### src/rtl/uart_pkg.sv
// Shared types and constants for the parametrised UART receive path.
// Holds the parity-mode encodings, the rx state encoding and the parameter legality check.
package uart_pkg;

  localparam int PAR_NONE = 0;
  localparam int PAR_EVEN = 1;
  localparam int PAR_ODD  = 2;

  typedef enum logic [2:0] {
    ST_IDLE      = 3'd0,
    ST_START     = 3'd1,
    ST_DATA      = 3'd2,
    ST_PARITY    = 3'd3,
    ST_STOP      = 3'd4,
    ST_WAIT_IDLE = 3'd5
  } rx_state_e;

  function automatic bit rx_params_ok(input int data_bits, input int clks_per_bit,
                                      input int parity, input int stop_bits,
                                      input int lsb_first);
    return (data_bits >= 5) && (data_bits <= 9) && (clks_per_bit >= 4) &&
           (parity >= PAR_NONE) && (parity <= PAR_ODD) &&
           ((stop_bits == 1) || (stop_bits == 2)) &&
           ((lsb_first == 0) || (lsb_first == 1));
  endfunction

endpackage

### src/rtl/uart_rx_sync.sv
// Two-flop synchroniser for an asynchronous single-bit input.
// RST_VAL sets both flops on reset so an idle line does not look like an edge.
module uart_rx_sync #(
  parameter bit RST_VAL = 1'b1
) (
  input  logic clk,
  input  logic rst,
  input  logic d,
  output logic q
);

  logic meta;

  always_ff @(posedge clk) begin
    if (rst) begin
      meta <= RST_VAL;
      q    <= RST_VAL;
    end else begin
      meta <= d;
      q    <= meta;
    end
  end

endmodule

### src/rtl/uart_rx_param.sv
// Parametrised oversampling UART receiver with parity/stop checking and a valid/ready output.
// dbg_state mirrors the receive FSM state (rx_state_e encoding) for observation.
module uart_rx_param
  import uart_pkg::*;
#(
  parameter int DATA_BITS    = 8,
  parameter int CLKS_PER_BIT = 16,
  parameter int PARITY       = 0,
  parameter int STOP_BITS    = 1,
  parameter int LSB_FIRST    = 1
) (
  input  logic                 clk,
  input  logic                 rst,
  input  logic                 rxd,
  output logic [DATA_BITS-1:0] out_data,
  output logic                 out_parity_err,
  output logic                 out_frame_err,
  output logic                 out_valid,
  input  logic                 out_ready,
  output logic                 overrun,
  input  logic                 err_clr,
  output logic [2:0]           dbg_state
);

  // Handshake: a word transfers on any clk edge where out_valid && out_ready;
  // out_data and both error flags are held stable while out_valid && !out_ready.

  if (!rx_params_ok(DATA_BITS, CLKS_PER_BIT, PARITY, STOP_BITS, LSB_FIRST)) begin : g_param_check
    $error("uart_rx_param: illegal parameter combination");
  end

  localparam int BW = $clog2(CLKS_PER_BIT);
  localparam int CW = $clog2(DATA_BITS + 1);
  localparam logic [BW-1:0] BAUD_MID  = BW'(CLKS_PER_BIT / 2 - 1);
  localparam logic [BW-1:0] BAUD_LAST = BW'(CLKS_PER_BIT - 1);
  localparam logic [CW-1:0] BIT_LAST  = CW'(DATA_BITS - 1);
  localparam logic          STOP_LAST = (STOP_BITS == 2);
  localparam logic          ODD_PAR   = (PARITY == PAR_ODD);

  logic                 rxs;
  rx_state_e            state_q, state_d;
  logic [BW-1:0]        baud_q, baud_d;
  logic [CW-1:0]        bit_q, bit_d;
  logic                 stop_q, stop_d;
  logic [DATA_BITS-1:0] shift_q, shift_d;
  logic                 xor_q, xor_d;
  logic                 perr_q, perr_d;
  logic                 ferr_q, ferr_d;
  logic                 frame_done;
  logic                 done_ferr;
  logic                 baud_tick;
  logic                 accept;
  logic                 ovr_evt;

  uart_rx_sync #(.RST_VAL(1'b1)) u_sync (
    .clk (clk),
    .rst (rst),
    .d   (rxd),
    .q   (rxs)
  );

  assign baud_tick = (baud_q == BAUD_LAST);
  assign dbg_state = state_q;

  always_ff @(posedge clk) begin
    if (rst) begin
      state_q <= ST_IDLE;
      baud_q  <= '0;
      bit_q   <= '0;
      stop_q  <= 1'b0;
      shift_q <= '0;
      xor_q   <= 1'b0;
      perr_q  <= 1'b0;
      ferr_q  <= 1'b0;
    end else begin
      state_q <= state_d;
      baud_q  <= baud_d;
      bit_q   <= bit_d;
      stop_q  <= stop_d;
      shift_q <= shift_d;
      xor_q   <= xor_d;
      perr_q  <= perr_d;
      ferr_q  <= ferr_d;
    end
  end

  always_comb begin
    state_d    = state_q;
    baud_d     = baud_q;
    bit_d      = bit_q;
    stop_d     = stop_q;
    shift_d    = shift_q;
    xor_d      = xor_q;
    perr_d     = perr_q;
    ferr_d     = ferr_q;
    frame_done = 1'b0;
    done_ferr  = ferr_q;
    case (state_q)
      ST_IDLE: begin
        if (!rxs) begin
          state_d = ST_START;
          baud_d  = '0;
          bit_d   = '0;
          stop_d  = 1'b0;
          xor_d   = 1'b0;
          perr_d  = 1'b0;
          ferr_d  = 1'b0;
        end
      end
      ST_START: begin
        if (baud_q == BAUD_MID) begin
          baud_d  = '0;
          state_d = rxs ? ST_IDLE : ST_DATA;
        end else begin
          baud_d = baud_q + 1'b1;
        end
      end
      ST_DATA: begin
        if (baud_tick) begin
          baud_d  = '0;
          shift_d = (LSB_FIRST != 0) ? {rxs, shift_q[DATA_BITS-1:1]}
                                     : {shift_q[DATA_BITS-2:0], rxs};
          xor_d   = xor_q ^ rxs;
          bit_d   = bit_q + 1'b1;
          if (bit_q == BIT_LAST) begin
            state_d = (PARITY == PAR_NONE) ? ST_STOP : ST_PARITY;
          end
        end else begin
          baud_d = baud_q + 1'b1;
        end
      end
      ST_PARITY: begin
        if (baud_tick) begin
          baud_d  = '0;
          // Even parity expects a zero overall XOR, odd parity expects one.
          perr_d  = xor_q ^ rxs ^ ODD_PAR;
          state_d = ST_STOP;
        end else begin
          baud_d = baud_q + 1'b1;
        end
      end
      ST_STOP: begin
        if (baud_tick) begin
          baud_d = '0;
          if (!rxs) ferr_d = 1'b1;
          if (stop_q == STOP_LAST) begin
            frame_done = 1'b1;
            done_ferr  = ferr_q | ~rxs;
            state_d    = rxs ? ST_IDLE : ST_WAIT_IDLE;
          end else begin
            stop_d = 1'b1;
          end
        end else begin
          baud_d = baud_q + 1'b1;
        end
      end
      ST_WAIT_IDLE: begin
        // A held-low line (break) must not be taken as a fresh start bit.
        if (rxs) state_d = ST_IDLE;
      end
      default: state_d = ST_IDLE;
    endcase
  end

  assign accept  = frame_done && (!out_valid || out_ready);
  assign ovr_evt = frame_done && out_valid && !out_ready;

  always_ff @(posedge clk) begin
    if (rst) begin
      out_data       <= '0;
      out_parity_err <= 1'b0;
      out_frame_err  <= 1'b0;
      out_valid      <= 1'b0;
      overrun        <= 1'b0;
    end else begin
      if (accept) begin
        out_data       <= shift_q;
        out_parity_err <= perr_q;
        out_frame_err  <= done_ferr;
        out_valid      <= 1'b1;
      end else if (out_valid && out_ready) begin
        out_valid <= 1'b0;
      end
      if (ovr_evt) begin
        overrun <= 1'b1;
      end else if (err_clr) begin
        overrun <= 1'b0;
      end
    end
  end

endmodule

### config.mk
export PLATFORM = sky130hd
export DESIGN_NAME = uart_rx_param
export DESIGN_NICKNAME = d
export VERILOG_FILES = /design/src/rtl/uart_pkg.sv /design/src/rtl/uart_rx_sync.sv /design/src/rtl/uart_rx_param.sv
export SDC_FILE = /design/constraint.sdc
export NUM_CORES = 1
export LEC_CHECK = 0
export CORE_AREA = 10 10 93 95
export CTS_CLUSTER_SIZE = 16
export DETAILED_ROUTE_END_ITERATION = 10
export DIE_AREA = 0 0 103 105
export MAX_ROUTING_LAYER = met4
export SETUP_SLACK_MARGIN = 0.15
export SLEW_MARGIN = 20
export SYNTH_ARGS = -nofsm -noshare
export SYNTH_HDL_FRONTEND = slang
export SYNTH_SLANG_ARGS = --single-unit
### constraint.sdc
create_clock -name clk -period 3.8 [get_ports clk]
set_clock_uncertainty 0.2 [all_clocks]
set_input_delay 0.76 -clock clk [delete_from_list [all_inputs] [get_ports clk]]
set_output_delay 0.76 -clock clk [all_outputs]
set_load 0.01 [all_outputs]
Word-level counts from Yosys, hierarchy flattened
Index checks and enable logic that the tools add are counted.
{"block": "classes", "add_sub_neg": 2, "eq_ne": 17, "n_mux": 37, "bitwise_logic": 3, "n_reduce_logical": 22}
{"op": "3-bit 2-to-1 mux", "n": 9}
{"op": "3-bit one-hot mux with 6 select lines", "n": 1}
{"op": "1-bit 2-to-1 mux", "n": 16}
{"op": "4-bit 2-to-1 mux", "n": 4}
{"op": "2-bit != test (second input constant)", "n": 8}
{"op": "4-bit one-hot mux with 3 select lines", "n": 1}
{"op": "2-bit nonzero test", "n": 5}
{"op": "3-bit AND reduction", "n": 3}
{"op": "4-bit by 1-bit adder with 4-bit output (second input constant)", "n": 2}
{"op": "4-bit by 3-bit == test with 1-bit output (second input constant)", "n": 2}
{"op": "1-bit one-hot mux with 2 select lines", "n": 4}
{"op": "4-bit one-hot mux with 2 select lines", "n": 1}
{"op": "8-bit AND reduction", "n": 1}
{"op": "3-bit by 2-bit == test with 1-bit output (second input constant)", "n": 2}
{"op": "3-bit == test (second input constant)", "n": 2}
{"op": "4-bit == test (second input constant)", "n": 1}
{"op": "1-bit logical AND", "n": 4}
{"op": "2-bit AND reduction", "n": 2}
{"op": "4-bit AND reduction", "n": 1}
{"op": "3-bit by 1-bit == test with 1-bit output (second input constant)", "n": 1}
{"op": "3-bit zero test", "n": 1}
{"op": "3-bit nonzero test", "n": 1}
{"op": "3-bit OR reduction", "n": 1}
{"op": "1-bit zero test", "n": 2}
{"op": "6 further kinds", "n": 6}
{"block": "word_totals", "register_bits": 37, "input_bits": 5, "output_inout_bits": 15, "wordCells": 96}

Depth between registers and ports, before layout
{"block": "logic_depth", "word_depth": 6, "depth_mapped": 7, "depth_no_buf": 5}

Hierarchy
From an unflattened synthesis, not the netlist that was laid out.
{"block": "unflattened", "hier_cells": 183, "area_unflattened_um2": 1575.3}
{"module": "uart_rx_param", "instances": 1, "cells_per_inst": 179, "area_per_inst_um2": 1522.7, "seq_area_each_um2": 680.7}
{"module": "uart_rx_sync", "instances": 1, "cells_per_inst": 4, "area_per_inst_um2": 52.6, "seq_area_each_um2": 40.0}

Least setup slack after synthesis
No wires, ideal clock.
{"block": "synth_path", "kind": "input -> register", "from": "input rst", "to": "register baud_q[3]", "t_arrival_ns": 1.693, "slack_ns": 1.847, "path_stages": 5, "path_cell_list": "clkbuf_1 nand2b_1 or2_2 o32ai_1 a32o_1"}
{"item": "from (decl)", "line": "uart_rx_param.sv:13", "rtl": "input logic rst,"}
{"item": "to (signal assigned)", "line": "uart_rx_param.sv:77", "rtl": "baud_q <= baud_d;"}
{"item": "to (decl)", "line": "uart_rx_param.sv:42", "rtl": "logic [BW-1:0] baud_q, baud_d;"}

Worst setup path in the final report
{"block": "layout_path", "from": "register state_q[2], in the netlist dbg_state[2]", "to": "output dbg_state[2]"}
{"item": "from (decl)", "line": "uart_rx_param.sv:41", "rtl": "rx_state_e state_q, state_d;"}
{"item": "from (signal assigned)", "line": "uart_rx_param.sv:76", "rtl": "state_q <= state_d;"}
{"item": "to (decl)", "line": "uart_rx_param.sv:22", "rtl": "output logic [2:0] dbg_state"}
No word-level cell between the ends.

==> reports/metrics.yaml <==
run_status: "finished clean"
crit_chain: "clkdlybuf4s50_1"
drt_first_pass_iters: 4
gp_congestion: 0.708
cts_buffers: 5
cp.required_ns: 2.84
post-route-util_pct: 28.3
gr-usage-met2_pct: 9.87
ys_ff_latch: 36
cts_setup_buffers: 0
hpwl_mm: 2.34
fill_cells: 732
critPathArrivalTime_ns: 1.60
peakVddDrop_v: 0.000169
path_max_fanout: 16
fin_crit_sh_pct: 67.3
grt_max_degree: 35
tns_ns: 0
antenna_found_initial: 0
core_area_sq_um: 6760
synth_area_leader_cell: "dfxtp_1"
whs_ns: 0.210
drive_above_1_share_pct: 7.61
p_total_uw: 687
syn_area_per_cell_sq_um: 8.74
rsz0062_at_grt: "false"
areaGrowthSynthToFinish_pct: 20.7
post-place-ws_ns: 1.05
drc: 0
ctsResizeCount: 0
drtIter0Drc: 72
cts_hold_buffers: 0
max_freq_mhz: 391
die_x_um: 103
async_reset_ff_share_pct: 0
yosysSeqAreaShare_pct: 45.6
grt_pass1_wl_mm: 5.66
syn-num-nets: 188
busiest_layer: "met2"
cts_num_sinks: 36
leakage_uw: 0.000688
die-height_um: 105
root_buffer: "clkbuf_8"
vias_per_cell: 4.65
powerDensity_nw_per_um2: 360
critPathSlowestCell: "dfxtp_1"
synth_edf_count: 0
end_kind: "output pin"
cts_tree: "yes"
antenna_cells: 0
wl_per_cell_um: 12.0
rows: 30
fin_ws_ns: 1.24
ys.flop_type: "dfxtp_1"
synth.area.top_cells: "dfxtp_1 (46%), mux2i_1 (6.3%), nand2_1 (5.2%)"
htreeDepth: 2
synthCells: 181
cp_num_buf_inv: 1
max-slew-margin-rel_pct: 52.4
synth_top_area_share_pct: 45.6
fin_nets: 203
grt_use_met1_pct: 7.54
path_class: "flip-flop to output pin"
met3_usage_pct: 2.64
synth_cell_types: 45
min_period_ns: 2.56
start_util_pct: 23.4
drv_slew: 0
clk_latency_ns: 0.29
cts.path.max_buffers: 2
max_stage_delay_ns: 0.67
overflow: 0
path_clk_slew_ns: 0.07
routed_wl_mm: 3.34
vias: 1288
yosys_warnings: 0
drtAntennaViolNets: 0
grt_use_total_pct: 6.70
hold_path.class: "flip-flop to flip-flop"
syn-cell-area_sq_um: 1580
first_global_vias: 1236
worstMarginPinSlew_ns: 0.712
cp-start-kind: "flip-flop"
die_area_sq_um: 10800
ios: 20
hold_viol_final: 0
cpLargestDelayFamily: "flip-flops"
seq_area_sq_um: 721
multi_input_area_sq_um: 779
io_buffers: 19
drv_cap: 0
setup_viol: 0
-- placed cells by master (no fill, tap or decap), types with 2 or more instances in the layout --
cell type,Yosys,routed
dfxtp_1,36,36
nand2_1,22,22
clkdlybuf4s50_1,0,19
nor2_1,18,18
a21oi_1,16,16
mux2i_1,10,10
nor3_1,6,6
clkbuf_8,0,6
inv_1,5,5
nand2b_1,4,4
nand3_1,4,4
or2_2,3,3
nor2b_1,3,3
a211oi_1,3,3
o21ai_0,3,3
nand3b_1,3,3
o21a_1,2,2
o21bai_1,2,2
a22oi_1,2,2
o21ai_1,2,2
ha_1,2,2
clkinv_2,0,2
-- metal layers --
metal	share of wire (%)	vias to the layer above
met5	0	-
met4	2.3	0
met3	5.6	6
met2	46	18
met1	46	604
li1	-	660
-- kinds of logic after synthesis --
family | Yosys count | share of synthesized area (%)
multiplexers | 10 | 6.33
XOR/XNOR | 1 | 0.554
adder cells (fa/ha/maj) | 2 | 1.58
flip-flops | 36 | 45.6
buffers and inverters | 17 | 5.14
AO/OA/AOI/OAI | 42 | 17.2
AND/OR/NAND/NOR | 73 | 23.6
-- layout make-up --
class,instances,area share (%)
clock buffer,6,4.33
multi-input combinational,128,40.8
clock inverter,2,0.524
timing repair buffer,20,10.4
sequential,36,37.7
inverter,5,0.983
tap,80,5.24
-- synth_stat cells, types with 2 or more instances --
library cell,count
a211oi_1,3
a21oi_1,16
a22oi_1,2
buf_2,5
buf_4,3
clkbuf_1,4
dfxtp_1,36
ha_1,2
inv_1,5
mux2i_1,10
nand2_1,22
nand2b_1,4
nand3_1,4
nand3b_1,3
nor2_1,18
nor2b_1,3
nor3_1,6
o21a_1,2
o21ai_0,3
o21ai_1,2
o21bai_1,2
or2_2,3
-- per-stage QoR --
stage          instance area [sq um]  cells
2_1_floorplan                   1580    181
3_3_place_gp                    1820    269
3_5_place_dp                    1820    269
4_1_cts                         1910    277
5_1_grt                         1910    277
6_report                        1910    277
-- state kept, by name, indices dropped and copies added (netlist names) --
register,cells
out_parity_err,1
bit_q,4
u_sync.meta,1
out_data,8
baud_q,4
out_valid,1
xor_q,1
overrun,1
dbg_state,3
shift_q,8
u_sync.q,1
ferr_q,1
perr_q,1
out_frame_err,1
-- worst register-to-register path, stage by stage, from the launching register on --
cell	delay [ns]
dfxtp_1	0.37
ha_1	0.22
and3_1	0.37
nand4_1	0.63
nor2b_1	0.37
nor3_1	0.16
-- report_power, final --
part	total, uW	internal (uW)	switching, uW	leakage (uW)
logic	25.9	11.6	14.3	0.000347
clock network	277	145	133	0.0000510
registers	383	379	3.86	0.000291
-- worst paths after layout --
| path | startpoint | endpoint | slack, ns | depth (start not counted) |
|---|---|---|---|---|
| setup / recovery | dbg_state[2] | dbg_state[2] | 1.24 | 1 |
| hold / removal | u_sync.meta | u_sync.q | 0.21 | 1 |
| setup reg to reg | baud_q[0] | out_frame_err | 1.41 | 5 |
| hold reg to reg | u_sync.meta | u_sync.q | 0.21 | 1 |
Note: power is estimated with default switching activity, not from simulation.
